`src/rtl/csr_trap_ctrl.sv`:
```
// Machine-mode trap/return sequencer. It accepts ECALL, MRET or a timer
// interrupt at commit, then issues the CSR writebacks and the fetch redirect
// over a short fixed sequence while the front end is stalled.
module csr_trap_ctrl (
    input  logic        clock,
    input  logic        reset,
    input  logic        inst_valid,
    input  logic [63:0] trap_pc,
    input  logic        ecall_valid,
    input  logic        mret_valid,
    input  logic        timer_irq,
    input  logic [63:0] mepc,
    input  logic [63:0] mtvec,
    input  logic [63:0] mstatus,
    input  logic [63:0] mie,
    output logic        stall,
    output logic        ack,
    output logic [7:0]  wbcsren,
    output logic [63:0] wbmepc,
    output logic [63:0] wbmcause,
    output logic [63:0] wbmstatus,
    output logic [63:0] wbmip,
    output logic        redirect_valid,
    output logic [63:0] redirect_pc
);

    typedef enum logic [2:0] {
        IDLE   = 3'd0,
        SAVE   = 3'd1,
        STATUS = 3'd2,
        RET    = 3'd3,
        REDIR  = 3'd4
    } state_t;

    localparam logic [63:0] CAUSE_ECALL = 64'd11;
    localparam logic [63:0] CAUSE_MTI   = 64'h8000_0000_0000_0007;
    localparam logic [63:0] MIP_MTIP    = 64'h80;

    state_t      state_q, state_d;
    logic [63:0] epc_q, epc_d;
    logic [63:0] cause_q, cause_d;
    logic        is_irq_q, is_irq_d;
    logic        from_ret_q, from_ret_d;

    logic        irq_pend;
    logic        accept;
    logic        unused_ok;

    assign irq_pend  = mstatus[3] & mie[7] & timer_irq;
    assign accept    = inst_valid & (ecall_valid | mret_valid | irq_pend);
    assign unused_ok = ^{mtvec[1:0], mie[63:8], mie[6:0]};

    // State and latched trap context; synchronous active-high reset.
    always_ff @(posedge clock) begin
        if (reset) begin
            state_q    <= IDLE;
            epc_q      <= '0;
            cause_q    <= '0;
            is_irq_q   <= 1'b0;
            from_ret_q <= 1'b0;
        end else begin
            state_q    <= state_d;
            epc_q      <= epc_d;
            cause_q    <= cause_d;
            is_irq_q   <= is_irq_d;
            from_ret_q <= from_ret_d;
        end
    end

    // Next-state: fixed-priority event selection in IDLE, fixed walk otherwise.
    always_comb begin
        state_d    = state_q;
        epc_d      = epc_q;
        cause_d    = cause_q;
        is_irq_d   = is_irq_q;
        from_ret_d = from_ret_q;
        case (state_q)
            IDLE: begin
                if (inst_valid) begin
                    if (ecall_valid) begin
                        epc_d      = trap_pc;
                        cause_d    = CAUSE_ECALL;
                        is_irq_d   = 1'b0;
                        from_ret_d = 1'b0;
                        state_d    = SAVE;
                    end else if (mret_valid) begin
                        epc_d      = trap_pc;
                        is_irq_d   = 1'b0;
                        from_ret_d = 1'b1;
                        state_d    = RET;
                    end else if (irq_pend) begin
                        epc_d      = trap_pc;
                        cause_d    = CAUSE_MTI;
                        is_irq_d   = 1'b1;
                        from_ret_d = 1'b0;
                        state_d    = SAVE;
                    end
                end
            end
            SAVE:    state_d = STATUS;
            STATUS:  state_d = REDIR;
            RET:     state_d = REDIR;
            REDIR:   state_d = IDLE;
            default: state_d = IDLE;
        endcase
    end

    // Outputs: Moore writebacks per state plus the Mealy accept pulse; all quiet in reset.
    always_comb begin
        stall          = 1'b0;
        ack            = 1'b0;
        wbcsren        = '0;
        wbmepc         = '0;
        wbmcause       = '0;
        wbmstatus      = '0;
        wbmip          = '0;
        redirect_valid = 1'b0;
        redirect_pc    = '0;
        if (!reset) begin
            case (state_q)
                IDLE: begin
                    if (accept) begin
                        ack   = 1'b1;
                        stall = 1'b1;
                    end
                end
                SAVE: begin
                    stall       = 1'b1;
                    wbcsren[0]  = 1'b1;
                    wbcsren[1]  = 1'b1;
                    wbmepc      = epc_q;
                    wbmcause    = cause_q;
                end
                STATUS: begin
                    stall            = 1'b1;
                    wbcsren[3]       = 1'b1;
                    wbmstatus        = mstatus;
                    wbmstatus[7]     = mstatus[3];
                    wbmstatus[3]     = 1'b0;
                    wbmstatus[12:11] = 2'b11;
                    if (is_irq_q) begin
                        wbcsren[5] = 1'b1;
                        wbmip      = MIP_MTIP;
                    end
                end
                RET: begin
                    stall            = 1'b1;
                    wbcsren[3]       = 1'b1;
                    wbmstatus        = mstatus;
                    wbmstatus[3]     = mstatus[7];
                    wbmstatus[7]     = 1'b1;
                    wbmstatus[12:11] = 2'b11;
                end
                REDIR: begin
                    stall          = 1'b1;
                    redirect_valid = 1'b1;
                    redirect_pc    = from_ret_q ? mepc : {mtvec[63:2], 2'b00};
                end
                default: begin
                    stall = 1'b0;
                end
            endcase
        end
    end

endmodule

```
`config.mk`:
```
export PLATFORM = sky130hd
export DESIGN_NAME = csr_trap_ctrl
export DESIGN_NICKNAME = d
export VERILOG_FILES = /design/src/rtl/csr_trap_ctrl.sv
export SDC_FILE = /design/constraint.sdc
export NUM_CORES = 1
export LEC_CHECK = 0
export ABC_AREA = 1
export BUFFER_PORTS_ARGS = -buffer_cell sky130_fd_sc_hd__buf_2
export CAP_MARGIN = 20
export CORE_AREA = 2 2 252 254
export DETAILED_ROUTE_END_ITERATION = 10
export DIE_AREA = 0 0 254 256
export GPL_TIMING_DRIVEN = 0
export PLACE_DENSITY = 0.3
export SLEW_MARGIN = 20
export SYNTH_ARGS = -nofsm -noshare
export SYNTH_HDL_FRONTEND = slang
export SYNTH_SLANG_ARGS = --single-unit
```
`constraint.sdc`:
```
create_clock -name clock -period 2.9 [get_ports clock]
set_clock_uncertainty 0.05 [all_clocks]
set_input_delay 0.435 -clock clock [delete_from_list [all_inputs] [get_ports clock]]
set_output_delay 0.435 -clock clock [all_outputs]
set_load 0.05 [all_outputs]
```
==> results of run 1 <==
## layout by cell type (no fill, tap or decap), drive strengths merged
cell type / Yosys / final
a21oi: 68 / 68
conb: 1 / 126
dfxtp: 72 / 72
nor3: 3 / 3
diode: 0 / 1
nor2: 267 / 267
bufinv: 0 / 2
o21bai: 1 / 1
nor3b: 2 / 2
a31oi: 1 / 1
nand2: 138 / 138
o21ai: 65 / 65
nand3: 2 / 2
inv: 138 / 142
buf: 160 / 622
clkbuf: 27 / 37
## flip-flops by register name (all words and copies together), names as in the netlist
signal      flops
is_irq_q        1
state_q         3
cause_q         3
epc_q          64
from_ret_q      1
## final cells by class
cell class,count,area share [%]
inverters,138,5.35
clock buffers,10,2.46
well taps,846,10.9
flip-flops and latches,72,14.8
repair buffers,462,23.8
diodes,1,0.0257
plain buffers,187,13.3
multi-input cells,673,28.4
clock inverters,6,1.00
## report_power, final
group	switching [uW]	total, uW	internal (uW)
sequential	48.0	1130	1090
clock	505	1300	793
combinational	942	1370	426
## cells by family (layout without fill, tap and decap cells)
family	Yosys count	count (layout)	synth area share, %
compound gates	135	135	12.3
buf+inv	325	803	32.7
flops	72	72	26.0
other cells	1	127	0.0677
simple gates	412	412	28.9
## per-stage QoR
stage / util (%) / instance area, sq um
floorplan: - / 6010
global placement: 15.0 / 9380
detailed placement: 15.0 / 9380
CTS: 15.6 / 9720
global route: 15.6 / 9730
finish: 15.6 / 9730
## final timing paths
check                   start           end  slack, ns
setup / recovery   state_q[0]  wbmcause[63]       0.16
hold / removal    trap_pc[62]     epc_q[62]       0.27
setup reg to reg   state_q[0]     epc_q[51]       1.23
hold reg to reg      is_irq_q      is_irq_q       0.41
## routing by layer
metal	vias up	track usage [%]	wire (um)
met5	-	0	105
met4	16	1.60	324
met3	30	3.17	2850
met2	313	17.8	16700
met1	3180	11.1	13800
li1	3746	-	-
## worst max-delay path, delay by kind of cell, from the launching register on
family | cells | cell delay, ns
buffers and inverters | 4 | 0.79
AND/OR/NAND/NOR | 3 | 0.65
flip-flops | 1 | 0.45
==> key figures, run 1 <==
Clock tree
  – Post-cts repair resize count: 2
  – Total CTS buffers: 9
  – H-Tree Depth: 3
  – Worst skew pair latency: around 0.35 ns
  – Hold Buf Count CTS: 0
  – CTS tree: built
  – Sinks on Clock Net: slightly above 70
  – CTS root buf: clkbuf_16
  – Deepest clock path buffer count: 2
  – Worst-path clk slew: 0.07 ns
  – Post-CTS Setup Bufs: 0

STA
  – Final Hold Viols: 0
  – Final setup viols: 0
  – Fmax: approximately 0.36 GHz
  – Setup tns final: 0 ns
  – Fin worst setup slack: roughly 0.16 ns
  – Final Cycle Share: ~95%
  – Slew Limit Fails: 0
  – Post-route minimum period: 2.74 ns
  – Slew headroom: between 50% and 60%
  – Worst-Margin Slew: between 0.6 and 0.7 ns
  – RSZ-0062 raised after global routing: false
  – Hold WS: between 0.2 and 0.3 ns

Floorplan
  – Chip width: roughly 250 um
  – Starting Density: under 10%
  – Floorplan core area: ~62,000 sq um
  – I/O pin total: 657
  – Die height: between 200 and 300 um
  – Die area: roughly 65,000 sq um
  – # rows: 92

Worst setup path
  – Crit Path Class: flop to output port
  – Max incr delay on CP: between 0.4 and 0.5 ns
  – Worst path most repeated cell: buf_2
  – Slowest cell on the critical path: dfxtp_1
  – Worst EP required: 2.41 ns
  – Critical-path cell list: inv_1, nor3_2, nand2_2, buf_2, nor2_1, buf_4, buf_2
  – CP Launch Type: flop
  – Reg2Reg Depth: 7
  – Critical path fanouts, max: 10
  – WP data arrival: 2.26 ns
  – Endpoint class of the critical path: output port

Power
  – Total power draw: 3800 uW
  – Power density over cell area: 391 nW/um^2
  – Pleak: between 0.005 and 0.006 uW
  – VDD IR-drop max: between 200 and 300 uV

Synth
  – Count leader, synth: nor2_1
  – Mapped Area: between 5000 and 6000 sq um
  – Post-synth top area share: between 20% and 30%
  – Mapped Cells: 945
  – Register bit count reported by yosys: a little over 70
  – Seq/Total Area, Yosys: 26.0%
  – Main synth FF type: dfxtp_1
  – Leading area contributor after synthesis: dfxtp_1
  – Avg Inst Size Synth: between 5 and 6 sq um
  – Post-synth EDFFs: 0
  – Post-synth top cells: nor2_1, inv_1, nand2_1
  – Cell variety after synth: 24
  – Warnings from Yosys: 0
  – Synth top area cells: dfxtp_1, nor2_1, buf_4
  – Asr flop ratio synth: 0%

Global route
  – Initial antenna violation count: 11
  – Total grt overflow: 0
  – GRT Resource Usage Total: under 10%
  – Largest net degree at the start of global routing: 15
  – Vias in the first global route: 7,168
  – First-pass GRT wire length: 46.8 mm

Layout
  – Filler instances: 7,453
  – Non-Filler Instances: approximately 2,400
  – Layout area overhead: 75.5%
  – Share of layout cells above drive strength 1: 41.5%
  – Area of the multi-input gates: between 2000 and 3000 sq um
  – Nets@finish: about 1,900
  – Area occupied by registers: approximately 1400 sq um

Route
  – Antenna Violating Nets Remaining: 0
  – Routed WL: around 34 mm
  – Vias per cell: around 3.0
  – DRC errors left: 0
  – First drt pass iteration count: 4
  – DR WL/cell: roughly 14 um
  – Via Count: 7,285
  – Starting DRT DRC Count: approximately 190

Hold path
  – Hold path depth: 3
  – Min-delay worst type: input pin to flop

Placed design
  – DP Wirelength: about 30 mm
  – DP Cell Count: about 2,400
  – Placer Congestion: around 0.77
  – Port buffer count: between 400 and 500
  – Worst slack, placed: between 0.08 and 0.09 ns

Run status
  – Status: finished clean

Flow run
  – Max_cap viols: 0
No activity file was read; power rests on OpenSTA's default activity.
==> run 2: changes to the inputs <==
--- a/config.mk
+++ b/config.mk
@@ -6,5 +6,4 @@
 export NUM_CORES = 1
 export LEC_CHECK = 0
-export ABC_AREA = 1
 export BUFFER_PORTS_ARGS = -buffer_cell sky130_fd_sc_hd__buf_2
 export CAP_MARGIN = 20
@@ -14,5 +13,5 @@
 export GPL_TIMING_DRIVEN = 0
 export PLACE_DENSITY = 0.3
-export SLEW_MARGIN = 20
+export SLEW_MARGIN = 30
 export SYNTH_ARGS = -nofsm -noshare
 export SYNTH_HDL_FRONTEND = slang
--- a/constraint.sdc
+++ b/constraint.sdc
@@ -3,3 +3,3 @@
 set_input_delay 0.435 -clock clock [delete_from_list [all_inputs] [get_ports clock]]
 set_output_delay 0.435 -clock clock [all_outputs]
-set_load 0.05 [all_outputs]
+set_load 0.1 [all_outputs]
==> run 2 against run 1 <==
Compared with the run above:
- register-to-register slack got worse by 0.57 ns
- synthesized cell count decreased by 22%
- critical path type unchanged
- clock power decreased by 15%
==> key figures, run 2 <==
Clock tree
  – CTS root buf: clkbuf_16
  – Total CTS buffers: 9 (unchanged)
  – H-Tree Depth: 3 (unchanged)
  – Deepest clock path buffer count: 2 (unchanged)
  – CTS tree: built
  – Hold Buf Count CTS: 0 (unchanged)
  – Worst skew pair latency: 0.36 ns (about the same)
  – Sinks on Clock Net: 72 (unchanged)
  – Worst-path clk slew: 0.06 ns (about the same)

STA
  – Final Hold Viols: 0 (unchanged)
  – Setup tns final: 0 ns (unchanged)
  – Final setup viols: 0 (unchanged)
  – Final Cycle Share: 96.3% (+1.7 points)
  – Fmax: 0.358 GHz (-1.8%)
  – Post-route minimum period: 2.79 ns (+0.0503 ns)
  – Hold WS: 0.276 ns (+0.00373 ns)
  – Worst-Margin Slew: 0.798 ns (+0.161 ns)
  – Slew Limit Fails: 0 (unchanged)
  – Slew headroom: 46.8% (-11 points)
  – RSZ-0062 raised after global routing: true

Placed design
  – DP Wirelength: 29.3 mm (-1.7%)
  – Placer Congestion: 0.789 (+2.9%)
  – Port buffer count: 463 (+0.22%)
  – DP Cell Count: 2,176 (-8.5%)

Route
  – Routed WL: 33.6 mm (-0.74%)
  – Via Count: 6,642 (-8.8%)
  – Starting DRT DRC Count: 228 (+19%)
  – Vias per cell: 3.01 (-0.97%)
  – DR WL/cell: 15.2 um (+7.8%)
  – DRC errors left: 0 (unchanged)
  – First drt pass iteration count: 4 (unchanged)
  – Antenna Violating Nets Remaining: 0 (unchanged)

Layout
  – Layout area overhead: 80.2%
  – Nets@finish: 1,672 (-11%)
  – Most frequent cells in the layout: buf_2, buf_4, nand2b_1
  – Max reg flops: 64 (unchanged)
  – Post-layout util: 17.5% (+1.9 points)
  – Share of layout cells above drive strength 1: 50.3% (+8.8 points)
  – Top reg by flops: epc_q
  – Most common cell after layout, fill and taps aside: buf_2
  – Biggest regs: epc_q: 64 flops, cause_q: 3 flops, state_q: 3 flops
  – Non-Filler Instances: 2,205 (-7.9%)

Global route
  – Vias in the first global route: 6,713 (-6.3%)
  – Initial antenna violation count: 13 (+2)
  – Largest net degree at the start of global routing: 13 (-2)
  – Total grt overflow: 0 (unchanged)
  – First-pass GRT wire length: 45.6 mm (-2.7%)
  – GRT Resource Usage Total: 9.72% (-0.024 points)

Synth
  – Asr flop ratio synth: 0% (unchanged)
  – Synth top area cells: dfxtp_1, mux2i_1, buf_4
  – Count leader, synth: buf_4
  – Cell variety after synth: 35 (+46%)
  – Register bit count reported by yosys: 72 (unchanged)
  – Mapped Cells: 740 (-22%)
  – Main synth FF type: dfxtp_1
  – Leading area contributor after synthesis: dfxtp_1
  – Mapped Area: 6050 sq um (+9.1%)
  – Avg Inst Size Synth: 8.17 sq um (+39%)
  – Seq/Total Area, Yosys: 23.8% (-2.2 points)
  – Warnings from Yosys: 0 (unchanged)
  – Post-synth top area share: 23.8% (-2.2 points)
  – Post-synth top cells: buf_4, nand2b_1, and2_1
  – Post-synth EDFFs: 0 (unchanged)

Worst setup path
  – Worst EP required: 2.41 ns (about the same)
  – CP bufs+invs: 2 (-2)
  – Critical-path cell list: or2_2, or3b_4, clkbuf_2, nor2_4, buf_6
  – Endpoint class of the critical path: output port
  – Slowest cell on the critical path: or3b_4
  – WP data arrival: 2.31 ns (+0.05 ns)
  – Top delay family on crit path: simple AND/OR/NAND/NOR gates
  – Crit Path Class: flop to output port
  – Max incr delay on CP: 0.50 ns (+0.05 ns)
  – CP Launch Type: flop
  – Critical path fanouts, max: 10 (unchanged)

Floorplan
  – Chip width: 254 um (unchanged)
  – Die height: 256 um (unchanged)
  – Floorplan core area: 62,400 sq um (unchanged)
  – I/O pin total: 657 (unchanged)
  – Starting Density: 9.69% (+0.81 points)
  – # rows: 92 (unchanged)
  – Die area: 65,000 sq um (unchanged)

Run status
  – Status: finished clean

Power
  – Pleak: 0.00547 uW (-3.2%)
  – Total power draw: 4060 uW (+6.8%)
  – Power density over cell area: 372 nW/um^2 (-4.7%)
  – VDD IR-drop max: 258 uV (-2.1%)

Hold path
  – Min-delay worst type: input pin to flop

Flow run
  – Max_cap viols: 0 (unchanged)
run 2: changes by cell type in the layout (fill, tap and decap cells not counted), sizes merged, moves of 61 or more:
cell / previous run / this run
nand2b: 0 / 128
inv: 142 / 2
a21oi: 68 / 7
nor2: 267 / 64
mux2i: 0 / 126
o21ai: 65 / 2
nand2: 138 / 2
and2: 0 / 127
run 2: path summary, 6_finish.rpt:
kind / start / end / slack, ns / cells after the start
worst max register to register: state_q[2] / epc_q[6] / 0.66 / 8
worst min register to register: cause_q[1] / cause_q[1] / 0.40 / 2
worst min-delay path: trap_pc[35] / epc_q[35] / 0.28 / 3
worst max-delay path: state_q[0] / redirect_pc[3] / 0.11 / 5
run 2: final cells by class:
class,count,area [sq um]
diodes,8,20.0
plain buffers,182,1290
clock buffers,12,256
clock inverters,4,28.8
fillers,7189,51500
inverters,2,7.51
multi-input cells,608,3890
flip-flops and latches,72,1440
well taps,846,1060
repair buffers,471,2910
run 2: per-stage QoR:
stage | setup WS [ns] | area, sq um
final | 0.106 | 10900
after global routing | -0.00668 | 10900
after CTS | 0.00773 | 10700
after detailed placement | -0.583 | 9950
after global placement | -1.61 | 9920
after floorplan | -0.333 | 6540
run 2: cells by family after synthesis:
logic type | Yosys count | share of synthesized area, %
AOI/OAI and AO/OA | 16 | 1.82
muxes | 126 | 20.9
and+or+nand+nor | 340 | 32.7
other | 1 | 0.0620
buffers and inverters | 185 | 20.7
DFF | 72 | 23.8
run 2: where the power goes:
group / leakage, uW / switching (uW) / total [uW] / internal, uW
Clock: 0.000135 / 479 / 1100 / 626
Combinational: 0.00475 / 1350 / 1860 / 502
Sequential: 0.000590 / 34.6 / 1100 / 1060
run 2: per-layer routing:
layer | wire length, um | global-route usage, % | vias up
li1 | - | - | 3321
met1 | 12100 | 10.0 | 2971
met2 | 16400 | 17.1 | 311
met3 | 4500 | 5.39 | 27
met4 | 423 | 2.17 | 12
met5 | 71 | 0 | -
run 2: repair_timing:
item                       CTS  global route
setup buffers                1             5
resized for setup          166            72
setup endpoints to repair  169           110
run 2: worst register-to-register path, cell delays in order (launching register included):
cell and delay [ns]:
dfxtp_1 0.29, buf_2 0.18, or4b_1 0.52, buf_2 0.18, a21oi_4 0.23, buf_12 0.16
buf_4 0.16, buf_8 0.18, mux2i_1 0.21
